[src/rtl/rf_write_arbiter_pkg.sv]
// ---------------------------------------------------------------------------
// rf_write_arbiter_pkg
// Shared constants and types for the register-file write arbiter slice.
//   REG_ADDR_W   : width of a register select (decoder32 select)
//   NUM_REGS     : number of architectural registers
//   ENTRY_DATA_W : data width carried by a buffered multdiv result
//   md_entry_t   : one multdiv result FIFO entry {live, addr, data}
// ---------------------------------------------------------------------------
package rf_write_arbiter_pkg;

    localparam int unsigned REG_ADDR_W   = 5;
    localparam int unsigned NUM_REGS     = 32;
    localparam int unsigned ENTRY_DATA_W = 32;

    typedef struct packed {
        logic                    live;
        logic [REG_ADDR_W-1:0]   addr;
        logic [ENTRY_DATA_W-1:0] data;
    } md_entry_t;

endpackage

[src/rtl/rf_write_arbiter_if.sv]
// ---------------------------------------------------------------------------
// rf_write_arbiter_if
// Bundles the writeback request, the multdiv result handshake and the
// register-file write port.
//   wb_valid/wb_addr/wb_data    : writeback write request (never stalled)
//   md_valid/md_addr/md_data    : multdiv result, accepted when md_ready
//   md_ready                    : arbiter FIFO can accept a result
//   rf_we/rf_waddr/rf_wdata     : registered register-file write port
//   pending                     : per-register mask of buffered live writes
// master = producer side (pipeline), slave = the arbiter.
// ---------------------------------------------------------------------------
interface rf_write_arbiter_if
    import rf_write_arbiter_pkg::*;
#(
    parameter int unsigned DATA_W = 32
);

    logic                  wb_valid;
    logic [REG_ADDR_W-1:0] wb_addr;
    logic [DATA_W-1:0]     wb_data;
    logic                  md_valid;
    logic [REG_ADDR_W-1:0] md_addr;
    logic [DATA_W-1:0]     md_data;
    logic                  md_ready;
    logic                  rf_we;
    logic [REG_ADDR_W-1:0] rf_waddr;
    logic [DATA_W-1:0]     rf_wdata;
    logic [NUM_REGS-1:0]   pending;

    modport master (
        output wb_valid, wb_addr, wb_data, md_valid, md_addr, md_data,
        input  md_ready, rf_we, rf_waddr, rf_wdata, pending
    );

    modport slave (
        input  wb_valid, wb_addr, wb_data, md_valid, md_addr, md_data,
        output md_ready, rf_we, rf_waddr, rf_wdata, pending
    );

endinterface

[src/rtl/decoder32.sv]
// ---------------------------------------------------------------------------
// decoder32
// 5-to-32 one-hot decoder with enable.
//   sel : register select
//   en  : when low, all outputs are 0
//   y   : one-hot decode of sel
// ---------------------------------------------------------------------------
module decoder32 (
    input  logic [4:0]  sel,
    input  logic        en,
    output logic [31:0] y
);

    always_comb begin
        y = '0;
        if (en) begin
            y[sel] = 1'b1;
        end
    end

endmodule

[src/rtl/rf_write_arbiter_md_result_fifo.sv]
// ---------------------------------------------------------------------------
// md_result_fifo
// Buffers multdiv results until the register-file port is free.
//   clk, rst        : clock, asynchronous active-high reset
//   push/push_entry : store an entry (ignored when full)
//   pop             : retire the head entry (ignored when empty)
//   kill/kill_addr  : mark every stored entry targeting kill_addr dead
//   head            : entry at the read pointer
//   count/full/empty: occupancy
//   live/addr       : per-slot view used to build the pending mask
// ---------------------------------------------------------------------------
module md_result_fifo
    import rf_write_arbiter_pkg::*;
#(
    parameter int unsigned DEPTH = 2,
    parameter int unsigned PTR_W = $clog2(DEPTH)
) (
    input  logic                            clk,
    input  logic                            rst,
    input  logic                            push,
    input  md_entry_t                       push_entry,
    input  logic                            pop,
    input  logic                            kill,
    input  logic [REG_ADDR_W-1:0]           kill_addr,
    output md_entry_t                       head,
    output logic [PTR_W:0]                  count,
    output logic                            full,
    output logic                            empty,
    output logic [DEPTH-1:0]                live,
    output logic [DEPTH-1:0][REG_ADDR_W-1:0] addr
);

    localparam int unsigned CNT_W = PTR_W + 1;

    md_entry_t        mem [DEPTH];
    logic [PTR_W-1:0] wptr;
    logic [PTR_W-1:0] rptr;
    logic             do_push;
    logic             do_pop;

    assign full    = (count == CNT_W'(DEPTH));
    assign empty   = (count == '0);
    assign do_push = push && !full;
    assign do_pop  = pop && !empty;
    assign head    = mem[rptr];

    always_comb begin
        live = '0;
        addr = '0;
        for (int unsigned i = 0; i < DEPTH; i++) begin
            live[i] = mem[i].live;
            addr[i] = mem[i].addr;
        end
    end

    // Kill only sees entries already stored; the pushed entry is written
    // afterwards in the same block so a same-edge push to kill_addr stays live.
    always_ff @(posedge clk or posedge rst) begin
        if (rst) begin
            wptr  <= '0;
            rptr  <= '0;
            count <= '0;
            for (int unsigned i = 0; i < DEPTH; i++) begin
                mem[i] <= '0;
            end
        end else begin
            for (int unsigned i = 0; i < DEPTH; i++) begin
                if (kill && mem[i].live && (mem[i].addr == kill_addr)) begin
                    mem[i].live <= 1'b0;
                end
            end
            if (do_pop) begin
                mem[rptr].live <= 1'b0;
                rptr           <= rptr + 1'b1;
            end
            if (do_push) begin
                mem[wptr] <= push_entry;
                wptr      <= wptr + 1'b1;
            end
            count <= count + CNT_W'(do_push) - CNT_W'(do_pop);
        end
    end

endmodule

[src/rtl/rf_write_arbiter.sv]
// ---------------------------------------------------------------------------
// rf_write_arbiter
// Shares the register-file write port between writeback (highest priority,
// never stalled) and buffered multdiv results drained on wb-free cycles.
//   clk, rst : clock, asynchronous active-high reset
//   bus      : rf_write_arbiter_if.slave (wb request, md handshake,
//              registered rf write port, pending mask)
// Parameters: DEPTH (power of 2, >= 2), DATA_W (register data width).
// ---------------------------------------------------------------------------
module rf_write_arbiter
    import rf_write_arbiter_pkg::*;
#(
    parameter int unsigned DEPTH  = 2,
    parameter int unsigned DATA_W = 32
) (
    input logic               clk,
    input logic               rst,
    rf_write_arbiter_if.slave bus
);

    localparam int unsigned PTR_W = $clog2(DEPTH);

    if (DATA_W == 0 || DATA_W > ENTRY_DATA_W || DEPTH < 2 || (DEPTH & (DEPTH - 1)) != 0) begin : g_bad_params
        $error("rf_write_arbiter: unsupported DEPTH/DATA_W");
    end

    logic                            wb_write;
    logic                            push;
    logic                            pop;
    md_entry_t                       push_entry;
    md_entry_t                       head;
    logic [PTR_W:0]                  count;
    logic                            full;
    logic                            empty;
    logic [DEPTH-1:0]                live;
    logic [DEPTH-1:0][REG_ADDR_W-1:0] addr;
    logic [NUM_REGS-1:0]             dec [DEPTH];

    // Register 0 is never written: treat such requests as absent.
    assign wb_write     = bus.wb_valid && (bus.wb_addr != '0);
    assign push         = bus.md_valid && bus.md_ready && (bus.md_addr != '0);
    assign pop          = !wb_write && !empty;
    assign bus.md_ready = !rst && !full;

    always_comb begin
        push_entry      = '0;
        push_entry.live = 1'b1;
        push_entry.addr = bus.md_addr;
        push_entry.data = ENTRY_DATA_W'(bus.md_data);
    end

    md_result_fifo #(
        .DEPTH (DEPTH),
        .PTR_W (PTR_W)
    ) u_fifo (
        .clk        (clk),
        .rst        (rst),
        .push       (push),
        .push_entry (push_entry),
        .pop        (pop),
        .kill       (wb_write),
        .kill_addr  (bus.wb_addr),
        .head       (head),
        .count      (count),
        .full       (full),
        .empty      (empty),
        .live       (live),
        .addr       (addr)
    );

    for (genvar g = 0; g < DEPTH; g++) begin : g_dec
        decoder32 u_dec (
            .sel (addr[g]),
            .en  (live[g]),
            .y   (dec[g])
        );
    end

    always_comb begin
        bus.pending = '0;
        for (int unsigned i = 0; i < DEPTH; i++) begin
            bus.pending = bus.pending | dec[i];
        end
    end

    // A popped dead head leaves the port idle for that cycle.
    always_ff @(posedge clk or posedge rst) begin
        if (rst) begin
            bus.rf_we    <= 1'b0;
            bus.rf_waddr <= '0;
            bus.rf_wdata <= '0;
        end else if (wb_write) begin
            bus.rf_we    <= 1'b1;
            bus.rf_waddr <= bus.wb_addr;
            bus.rf_wdata <= bus.wb_data;
        end else if (pop && head.live) begin
            bus.rf_we    <= 1'b1;
            bus.rf_waddr <= head.addr;
            bus.rf_wdata <= head.data[DATA_W-1:0];
        end else begin
            bus.rf_we    <= 1'b0;
        end
    end

    property p_full_matches_count;
        @(posedge clk) disable iff (rst) full == (count == (PTR_W + 1)'(DEPTH));
    endproperty
    assert property (p_full_matches_count);

endmodule
[src/flat_wrapper.sv]
// flat-port wrapper written by rule: the top's interface ports become plain ports
module rf_write_arbiter_flat import rf_write_arbiter_pkg::*;
#(
    parameter int unsigned DEPTH  = 2,
    parameter int unsigned DATA_W = 32
)
  (clk, rst, bus_wb_valid, bus_wb_addr, bus_wb_data, bus_md_valid, bus_md_addr, bus_md_data, bus_md_ready, bus_rf_we, bus_rf_waddr, bus_rf_wdata, bus_pending);
  rf_write_arbiter_if #(.DATA_W(DATA_W)) bus_i ();
  input logic clk;
  input logic rst;
  input wire logic [$bits(bus_i.wb_valid)-1:0] bus_wb_valid;
  input wire logic [$bits(bus_i.wb_addr)-1:0] bus_wb_addr;
  input wire logic [$bits(bus_i.wb_data)-1:0] bus_wb_data;
  input wire logic [$bits(bus_i.md_valid)-1:0] bus_md_valid;
  input wire logic [$bits(bus_i.md_addr)-1:0] bus_md_addr;
  input wire logic [$bits(bus_i.md_data)-1:0] bus_md_data;
  output wire logic [$bits(bus_i.md_ready)-1:0] bus_md_ready;
  output wire logic [$bits(bus_i.rf_we)-1:0] bus_rf_we;
  output wire logic [$bits(bus_i.rf_waddr)-1:0] bus_rf_waddr;
  output wire logic [$bits(bus_i.rf_wdata)-1:0] bus_rf_wdata;
  output wire logic [$bits(bus_i.pending)-1:0] bus_pending;
  assign bus_i.wb_valid = bus_wb_valid;
  assign bus_i.wb_addr = bus_wb_addr;
  assign bus_i.wb_data = bus_wb_data;
  assign bus_i.md_valid = bus_md_valid;
  assign bus_i.md_addr = bus_md_addr;
  assign bus_i.md_data = bus_md_data;
  assign bus_md_ready = bus_i.md_ready;
  assign bus_rf_we = bus_i.rf_we;
  assign bus_rf_waddr = bus_i.rf_waddr;
  assign bus_rf_wdata = bus_i.rf_wdata;
  assign bus_pending = bus_i.pending;
  rf_write_arbiter #(.DEPTH(DEPTH), .DATA_W(DATA_W)) u_core (.clk(clk), .rst(rst), .bus(bus_i));
endmodule
[config.mk]
export PLATFORM = sky130hd
export DESIGN_NAME = rf_write_arbiter_flat
export DESIGN_NICKNAME = d
export VERILOG_FILES = /design/src/rtl/rf_write_arbiter_pkg.sv /design/src/rtl/rf_write_arbiter_if.sv /design/src/rtl/decoder32.sv /design/src/rtl/rf_write_arbiter_md_result_fifo.sv /design/src/rtl/rf_write_arbiter.sv /design/src/flat_wrapper.sv
export SDC_FILE = /design/constraint.sdc
export NUM_CORES = 1
export LEC_CHECK = 0
export BUFFER_PORTS_ARGS = -buffer_cell sky130_fd_sc_hd__buf_2
export CORE_MARGIN = 1
export CORE_UTILIZATION = 49
export DETAILED_ROUTE_END_ITERATION = 10
export PLACE_DENSITY = 0.77
export REMOVE_ABC_BUFFERS = 1
export SLEW_MARGIN = 5
export SYNTH_ARGS = -nofsm -noshare
export SYNTH_HDL_FRONTEND = slang
export SYNTH_HIERARCHICAL = 1
export SYNTH_SLANG_ARGS = --single-unit
[constraint.sdc]
create_clock -name clk -period 2.3 [get_ports clk]
set_input_delay 0.23 -clock clk [delete_from_list [all_inputs] [get_ports clk]]
set_output_delay 0.23 -clock clk [all_outputs]
set_load 0.1 [all_outputs]
; ---- After elaboration in Yosys (flattened, before gate mapping)
; Index checks and enable logic that the tools add are counted.
[totals]
reg_bits = 118
latch_bits = 0
ramBits = 0
rom_bits = 0
in_bits = 78
out_inout_bits = 71
elab_cells = 79
memories = 0
[classes]
addsub = 4
mul = 0
n_div = 0
n_lt_le_gt_ge = 8
eq_ne = 3
n_shift = 0
muxes = 25
bitwise_logic = 3
n_reduce_logical = 24
[op_table]
columns = op, count
row1 = 38-bit two-way mux, 5
row2 = 76-bit bitwise mux, 2
row3 = 76-bit two-way mux, 2
row4 = 32-bit two-way mux, 4
row5 = 38-bit demux with 1-bit select, 2
row6 = 32-bit bitwise OR, 1
row7 = 1-bit logical AND, 16
row8 = 5-bit by 6-bit less-than comparator with 1-bit output (second input constant), 2
row9 = 1-bit demux with 5-bit select, 2
row10 = 5-bit == test, 2
row11 = 5-bit by 1-bit >= comparator with 1-bit output (second input constant), 2
row12 = 5-bit two-way mux, 2
row13 = 5-bit nonzero test, 2
row14 = 1-bit two-way mux, 6
row15 = 2-bit >= comparator (second input constant), 2
row16 = 1-bit zero test, 4
row17 = 2-bit by 1-bit less-than comparator with 1-bit output (second input constant), 2
row18 = 1-bit NOT with 2-bit output, 2
row19 = 1-bit adder (second input constant), 2
row20 = 2-bit by 1-bit adder with 2-bit output, 1
row21 = 2-bit == test (second input constant), 1
row22 = 2-bit zero test, 1
row23 = 2-bit nonzero test, 1
row24 = 2-bit by 1-bit subtractor with 2-bit output, 1

; ---- Depth between registers and ports, before layout
; Gate-level depths: netlist of the first run.
[logic_depth]
ltp_word = 9
depth_mapped = 12
depth_no_buf = 11

; ---- Cells and area by module
; The synthesis of the first run kept the hierarchy.
[by_module_without_submodules]
columns = module, n_inst, cells_each, area_each_um2, seq_area_each_um2
row1 = md_result_fifo, 1, 253, 3712.3, 2001.9
row2 = rf_write_arbiter, 1, 170, 2109.5, 950.9
row3 = decoder32, 2, 47, 230.2, 0.0

; ---- Worst setup path after synthesis of the first run
; OpenSTA, ideal clock, no wires.
[synth_path]
kind = flip-flop to flip-flop
from = register u_core.u_fifo.count[1]
to = register u_core/u_fifo/mem[47] (netlist name)
arrival_time_ns = 3.045
required_ns = 2.175
path_slack_ns = -0.869
stages_incl_launch_ff = 10
path_buffers = 2
cell_sequence = dfrtp_1 -> nand2b_2 -> inv_2 -> nor2_1 -> nand2_1 -> a21oi_1 -> nor3b_4 -> buf_6 -> buf_6 -> mux2_2
[synth_via]
elab_chain_len = 7
[synth_rtl]
columns = element, line_no
row1 = start: declaration, rf_write_arbiter_md_result_fifo.sv:26  ; output logic [PTR_W:0] count,
row2 = start signal: assignment, rf_write_arbiter_md_result_fifo.sv:80  ; count <= count + CNT_W'(do_push) - CNT_W'(do_pop);
row3 = 2-bit == test, rf_write_arbiter_md_result_fifo.sv:41  ; assign full = (count == CNT_W'(DEPTH));
row4 = named net u_core.full, rf_write_arbiter.sv:33  ; logic full;
row5 = 1-bit zero test, rf_write_arbiter.sv:43  ; assign bus.md_ready = !rst && !full;
row6 = 1-bit logical AND, rf_write_arbiter.sv:43
row7 = named net bus_md_ready, flat_wrapper.sv:17  ; output wire logic [$bits(bus_i.md_ready)-1:0] bus_md_ready;
row8 = 1-bit logical AND (2 in series), rf_write_arbiter.sv:41  ; assign push = bus.md_valid && bus.md_ready && (bus.md_addr != '0);
row9 = named net u_core.push, rf_write_arbiter.sv:28  ; logic push;
row10 = 1-bit logical AND, rf_write_arbiter_md_result_fifo.sv:43  ; assign do_push = push && !full;
row11 = 76-bit two-way mux, rf_write_arbiter_md_result_fifo.sv:76  ; if (do_push) begin
row12 = end signal: indexed assignment, rf_write_arbiter_md_result_fifo.sv:77  ; mem[wptr] <= push_entry;
row13 = end: declaration, rf_write_arbiter_md_result_fifo.sv:35  ; md_entry_t mem [DEPTH];
; The timed path passes the listed nets, and every way through them passes these cells.
; A chain may end at the register's enable or synchronous reset.

==> flow_summary_export.csv, run 1 <==
group,metric,value,unit
worst_setup_path,reg2reg_from,"u_core/u_fifo/count[0]",
pwr,ir_drop,0.00124,V
outcome,run_status,"finished, final reports clean",
global_routing,grt_start_max_net_pins,39,
route,drt_wl_total,13900,microns
layout,multi_input_area,0.00305,sq mm
synthesis,syn_inst,517,
worst_setup_path,rrSetupSlack,0.20,ns
synthesis,synthDominantCellAreaShare,0.470,
global_routing,antenna_found_initial,0,
synthesis,synthDistinctLibCells,38,
route,detailroute.via_count,4391,
worst_setup_path,worstPathRequired,2.07,ns
hold_path,min_delay_worst_endpoint,"u_core/bus.rf_wdata[25]",
worst_setup_path,timing.critical_path.from_type,"flop",
floorplanning,boundaryPins,149,
clock_tree,cts_root_buf,"clkbuf_16",
sta,slew-limit-headroom,0.410,
worst_setup_path,reg2reg_depth,8,
synthesis,netlist_area,0.00628,sq mm
hold_path,hold_path_depth,2,
global_routing,grt_first_pass_wirelength,22800,microns
floorplanning,die_height,115,microns
route,post_drt_wl_per_cell,16.4,microns
sta,setup_ws,0.0837,ns
layout,stdcell_area,0.00775,sq mm
pwr,power.density,1570,mW/mm^2
route,drt_iter0_markers,170,
clock_tree,cts-buffers-inserted,17,
global_routing,globalRouteOverflowTotal,0,
sta,period_share,0.964,
run,max-cap-violations,0,
pwr,total_leakage_power,3.64,nW
hold_path,worstHoldPathType,"in2reg",
synthesis,synth_area_leader_cell,"dfrtp_1",
synthesis,synthArstFlopShare,1.00,
worst_setup_path,critical_path_class,"reg2out",
layout,layout.filler_cells,992,
floorplanning,floorplan.initialDensity,0.512,
global_routing,grt_pass1_vias,4672,
route,drc_violation_count_after_routing,0,
global_routing,global_route.usage.total,0.226,
sta,timing.fmax,0.451,GHz
floorplanning,floorplan.die.width,115,microns
layout,drive_above_1_share,0.610,
route,detail-route-antenna-nets,0,
synthesis,synth-warning-count,6,
worst_setup_path,timing.critical_path.arrival,1.99,ns
sta,tightestPinTransition,0.884,ns
sta,setup_viol_count_final,0,
worst_setup_path,end_kind,"output port",
synthesis,synth-seq-area-share,0.470,
worst_setup_path,reg2reg_to,"u_core/u_fifo/mem[50]",
clock_tree,cts.reportedPaths.clkPinSlew,0.05,ns
synthesis,synth_area_leaders,"dfrtp_1, mux2_2, nor2_1, or2_2, buf_4",
worst_setup_path,worstPathMaxFanout,11,
sta,slew_viol_final,0,
synthesis,synthFlopType,"dfrtp_1",
sta,rsz0062_at_grt,"no",
layout,seqCellArea,0.00295,sq mm
placed_design,post_dp_cell_area,0.00715,sq mm
clock_tree,clk-insertion-delay-late,0.40,ns
placed_design,port_bufs,148,
clock_tree,clock_sink_count,118,
floorplanning,core_area,0.0123,sq mm
clock_tree,cts_max_path_buffers,2,
sta,layout_min_cycle_time,2.22,ns
pwr,design_power_total,12.2,mW
sta,finalClockSkew,0.00655,ns
floorplanning,dieArea,0.0133,sq mm
sta,timing.final.hold_violations,0,
synthesis,synth.ff_latch_count,118,
placed_design,dpl.hpwl,10000,microns
placed_design,place.gp.congestion,0.871,
layout,area.growth.synth_to_final,23.3,%
layout,num-nets-final,746,
placed_design,dp_slack,0.0366,ns
synthesis,synthesis.area_per_instance,12.2,sq um
clock_tree,cts.repair_timing.setup_buffer_count,0,
route,via_per_inst,5.18,
route,drtPass1Iterations,4,
hold_path,hp-start,"bus_wb_data[25]",
synthesis,synth-edff-count,0,
floorplanning,row_count,40,
clock_tree,cts_tree,"yes",
clock_tree,clock_tree.htree_level_count,4,
layout,final_util,0.632,
[cells in the mapped netlist, types with 2 or more instances]
cell	n
inv_2	2
nand4b_1	6
buf_8	3
xor2_1	8
or2_2	34
buf_1	4
inv_1	4
nor4_1	2
buf_2	5
nand4bb_1	6
o21ai_1	5
clkbuf_1	7
nor2_1	69
buf_4	14
nand4_1	2
mux2_2	176
xnor2_1	6
o21ai_0	2
nand2_1	13
dfrtp_1	118
mux2i_1	5
buf_6	4
nand2b_1	5
ha_1	2
or4b_1	2
[cell families after synthesis]
logic type | after synthesis | synth area share
and+or+nand+nor | 147 | 0.126
adders and majority gates | 2 | 0.00398
buffers and inverters | 43 | 0.0452
other | 1 | 0.000597
xor gates and xnor gates | 14 | 0.0195
DFF | 118 | 0.470
AOI/OAI and AO/OA | 11 | 0.0116
muxes | 181 | 0.323
[area by class of cell]
| type | count | share of cell area |
|---|---|---|
| timing repair buffer | 166 | 0.122 |
| clock inverter | 10 | 0.0136 |
| sequential | 118 | 0.381 |
| inverter | 6 | 0.00307 |
| multi-input combinational | 357 | 0.394 |
| tap | 168 | 0.0271 |
| antenna | 1 | 0.000323 |
| clock buffer | 22 | 0.0586 |
[per-stage QoR]
| step | setup TNS (ns) | instances | hold WS (ns) |
|---|---|---|---|
| finish | 0 | 848 | 0.0566 |
| global route | 0 | 847 | 0.0416 |
| CTS | 0 | 847 | 0.0453 |
| detailed placement | 0 | 814 | 0.344 |
| global placement | 0 | 814 | 0.327 |
| floorplan | -114.03 | 481 | 0.352 |
[per-layer routing]
metal / vias up / GRT usage / share of wire
met5: - / 0 / 0
met4: 0 / 0.0848 / 0.016
met3: 18 / 0.0622 / 0.058
met2: 141 / 0.400 / 0.51
met1: 2146 / 0.262 / 0.41
li1: 2086 / - / -
[report_power, final]
| group | internal, mW | switching (mW) |
|---|---|---|
| Clock | 1.61 | 0.873 |
| Sequential | 3.04 | 0.631 |
| Combinational | 2.30 | 3.75 |
| Total | 6.95 | 5.25 |
[worst max-delay path by stage]
| stage | start | end | slack (ns) | cells past startpoint |
|---|---|---|---|---|
| CTS | u_core/u_fifo/addr[8] | bus_pending[2] | 0.02 | 4 |
| global placement | bus_wb_addr[1] | u_core/u_fifo/count[1] | 0.18 | 12 |
| finish | u_core/u_fifo/addr[8] | bus_pending[2] | 0.08 | 4 |
| floorplan | u_core/u_fifo/count[1] | u_core/u_fifo/addr[0] | -1.51 | 7 |
| detailed placement | bus_wb_addr[1] | u_core/u_fifo/count[1] | 0.04 | 12 |
| global route | u_core/u_fifo/addr[2] | bus_pending[1] | 0.02 | 4 |
[registers in the layout (all words and copies together) (netlist names)]
| signal | count |
|---|---|
| u_core/u_fifo/addr | 10 |
| u_core/bus.rf_waddr | 5 |
| u_core/u_fifo/rptr | 1 |
| u_core/u_fifo/count | 2 |
| u_core/bus.rf_we | 1 |
| u_core/u_fifo/wptr | 1 |
| u_core/u_fifo/mem | 64 |
| u_core/u_fifo/live | 2 |
| u_core/bus.rf_wdata | 32 |
[worst max-delay path: stages (launching register included)]
cell     delay, ns
dfrtp_1       0.50
or4b_1        0.63
nor2_1        0.12
or2_2         0.13
buf_6         0.21
[cells in the final DEF, fill, tap and decap left out, drive strengths merged, types with 2 or more instances in the layout]
| master | Yosys | routed |
|---|---|---|
| mux2i | 5 | 5 |
| clkbuf | 7 | 22 |
| inv | 6 | 5 |
| nor2 | 69 | 69 |
| and3 | 2 | 2 |
| nand2b | 6 | 6 |
| dfrtp | 118 | 118 |
| xnor2 | 6 | 6 |
| buf | 30 | 165 |
| or2 | 34 | 34 |
| xor2 | 8 | 8 |
| nand4 | 2 | 2 |
| nand2 | 13 | 13 |
| conb | 1 | 2 |
| clkinvlp | 0 | 2 |
| mux2 | 176 | 176 |
| ha | 2 | 2 |
| o21ai | 8 | 8 |
| or4b | 2 | 2 |
| nand4b | 6 | 6 |
| clkinv | 0 | 7 |
| bufinv | 0 | 2 |
| nor4 | 2 | 2 |
| nand4bb | 6 | 6 |
[what timing repair did]
action                     CTS  global route
hold endpoints to repair    32             0
setup endpoints to repair    4            15
resized for setup            4             5
hold buffers                 1             0
Power figures use the tool's default switching activity.
==> run 2: changes to the inputs <==
- BUFFER_PORTS_ARGS: -buffer_cell sky130_fd_sc_hd__buf_2 -> default
- CORE_UTILIZATION: 49 -> 45
- DONT_BUFFER_PORTS: default -> 1
- PLACE_DENSITY: 0.77 -> 0.69
==> flow_summary_export.csv, run 2 (same netlist as run 1, synthesis figures left out) <==
group,metric,value,unit
outcome,run_status,"finished, final reports clean",
clock_tree,clock_sink_count,118,
route,via_per_inst,5.40,
placed_design,place.gp.congestion,0.806,
clock_tree,clk-insertion-delay-late,0.41,ns
pwr,power_switching_share,0.427,
route,drt_wl_total,15800,microns
clock_tree,cts_root_buf,"clkbuf_16",
run,max-cap-violations,0,
sta,slew-limit-headroom,0.394,
floorplanning,row_count,42,
route,post_drt_wl_per_cell,19.4,microns
placed_design,dpl.cell_count,707,
placed_design,port_bufs,0,
route,drc_violation_count_after_routing,0,
worst_setup_path,worstPathMaxFanout,10,
global_routing,grt_pass1_vias,4816,
floorplanning,boundaryPins,149,
route,detail-route-antenna-nets,0,
global_routing,grt_first_pass_wirelength,25600,microns
layout,drive_above_1_share,0.472,
floorplanning,die_height,120,microns
floorplanning,floorplan.die.width,120,microns
floorplanning,core_area,0.0135,sq mm
layout,num-nets-final,708,
layout,antenna_cells,0,
worst_setup_path,worstPathRequired,2.07,ns
sta,finalClockSkew,0.00987,ns
sta,hold_ws,0.148,ns
sta,period_share,0.966,
sta,timing.fmax,0.450,GHz
clock_tree,cts_max_path_buffers,2,
worst_setup_path,timing.critical_path.from_type,"flop",
pwr,switching_power,5.37,mW
sta,rsz0062_at_grt,"no",
layout,layout.filler_cells,1060,
layout,area.growth.synth_to_final,28.5,%
clock_tree,clock_tree.htree_level_count,4,
layout,layout.cells.most_common_list,"mux2_2, dfrtp_1, dlygate4sd3_1, nor2_1, buf_4",
sta,setup_viol_count_final,0,
floorplanning,floorplan.initialDensity,0.467,
pwr,total_leakage_power,3.49,nW
pwr,design_power_total,12.6,mW
clock_tree,cts.reportedPaths.clkPinSlew,0.05,ns
layout,finalNonFillerCells,816,
layout,top_reg_by_flops,"u_core/u_fifo/mem",
pwr,power_report.internal_total,7.22,mW
pwr,pwr-share-comb,0.487,
global_routing,antenna_found_initial,0,
placed_design,dpl.hpwl,9700,microns
layout,mostFrequentLayoutCell,"mux2_2",
layout,largest_register_ffs,64,
global_routing,global_route.usage.total,0.234,
sta,tightestPinTransition,0.909,ns
sta,slew_viol_final,0,
placed_design,post_dp_cell_area,0.00669,sq mm
pwr,p_clk_frac,0.211,
worst_setup_path,timing.critical_path.arrival,1.99,ns
clock_tree,cts.repair_timing.setup_buffer_count,0,
global_routing,grt_start_max_net_pins,55,
pwr,ir_drop,0.00113,V
clock_tree,cts_tree,"yes",
route,detailroute.via_count,4403,
route,drt_iter0_markers,200,
worst_setup_path,critical_path_class,"reg2out",
pwr,power.density,1560,mW/mm^2
global_routing,globalRouteOverflowTotal,0,
hold_path,worstHoldPathType,"in2reg",
pwr,seq_power_share,0.302,
sta,layout_min_cycle_time,2.22,ns
layout,stdcell_area,0.00808,sq mm
worst_setup_path,end_kind,"output port",
clock_tree,cts-buffers-inserted,17,
sta,timing.final.hold_violations,0,
floorplanning,dieArea,0.0144,sq mm
route,drtPass1Iterations,4,
[run 2: cell types whose count changed in the layout (fill, tap and decap cells not counted), moves of 2 or more]
cell	delta
buf_12	+2
or2_2	-4
clkinv_2	-2
buf_6	-5
dfrtp_2	+3
buf_4	+32
or2_4	+4
dfrtp_1	-3
buf_2	-144
dlygate4sd3_1	+77
[run 2: area by class of cell]
class	count	area (sq um)	area share
Tap cell	176	220	0.0273
Sequential cell	118	2960	0.366
Inverter	6	23.8	0.00294
Clock buffer	22	464	0.0575
Timing Repair Buffer	128	1220	0.151
Clock inverter	9	126	0.0156
Multi-Input combinational cell	357	3060	0.379
[run 2: critical path, cell delays in order (launching register included)]
cell	delay [ns]
dfrtp_1	0.55
or4b_1	0.56
nor2_1	0.14
or2_4	0.33
[run 2: repair_timing]
item | in CTS | in global routing
hold buffers | 78 | 0
resized for setup | 4 | 3
setup endpoints to repair | 4 | 4
pin swaps | 0 | 1
hold endpoints to repair | 152 | 0
[run 2: final timing paths]
check | start | to | slack (ns) | cells past startpoint
setup / recovery | u_core/u_fifo/live[1] | bus_pending[2] | 0.08 | 3
max in group asynchronous | rst | u_core/bus.rf_wdata[0] | 1.22 | 3
min in group asynchronous | rst | u_core/u_fifo/mem[15] | 0.35 | 2
hold reg to reg | u_core/u_fifo/mem[27] | u_core/u_fifo/mem[27] | 0.50 | 1
hold / removal | bus_md_valid | u_core/u_fifo/wptr | 0.15 | 4
setup reg to reg | u_core/u_fifo/count[0] | u_core/u_fifo/count[1] | 0.23 | 11
[run 2: layer usage]
metal	GRT usage	up-vias	wire (microns)
met3	0.0684	20	1040
met2	0.417	155	8320
met5	0	-	0
li1	-	2000	-
met1	0.268	2228	6230
met4	0.0711	0	198
[run 2: power by group through the flow]
| stage | clock network, mW | registers [mW] | logic [mW] |
|---|---|---|---|
| 4_1_cts | 2.69 | 3.78 | 6.08 |
| 3_5_place_dp | 0 | 3.79 | 5.93 |
| 3_3_place_gp | 0 | 3.71 | 5.80 |
| 6_report | 2.65 | 3.80 | 6.13 |
| 2_1_floorplan | 0 | 5.41 | 2.97 |
| 5_1_grt | 2.78 | 3.95 | 6.45 |
[run 2: per-stage QoR]
step | util | setup TNS [ns] | setup WS (ns)
final | 0.600 | 0 | 0.0785
after global routing | 0.600 | 0 | 0.00349
after CTS | 0.600 | 0 | 0.0354
after detailed placement | 0.497 | 0 | 0.164
after global placement | 0.497 | 0 | 0.250
after floorplan | - | -114.03 | -1.51
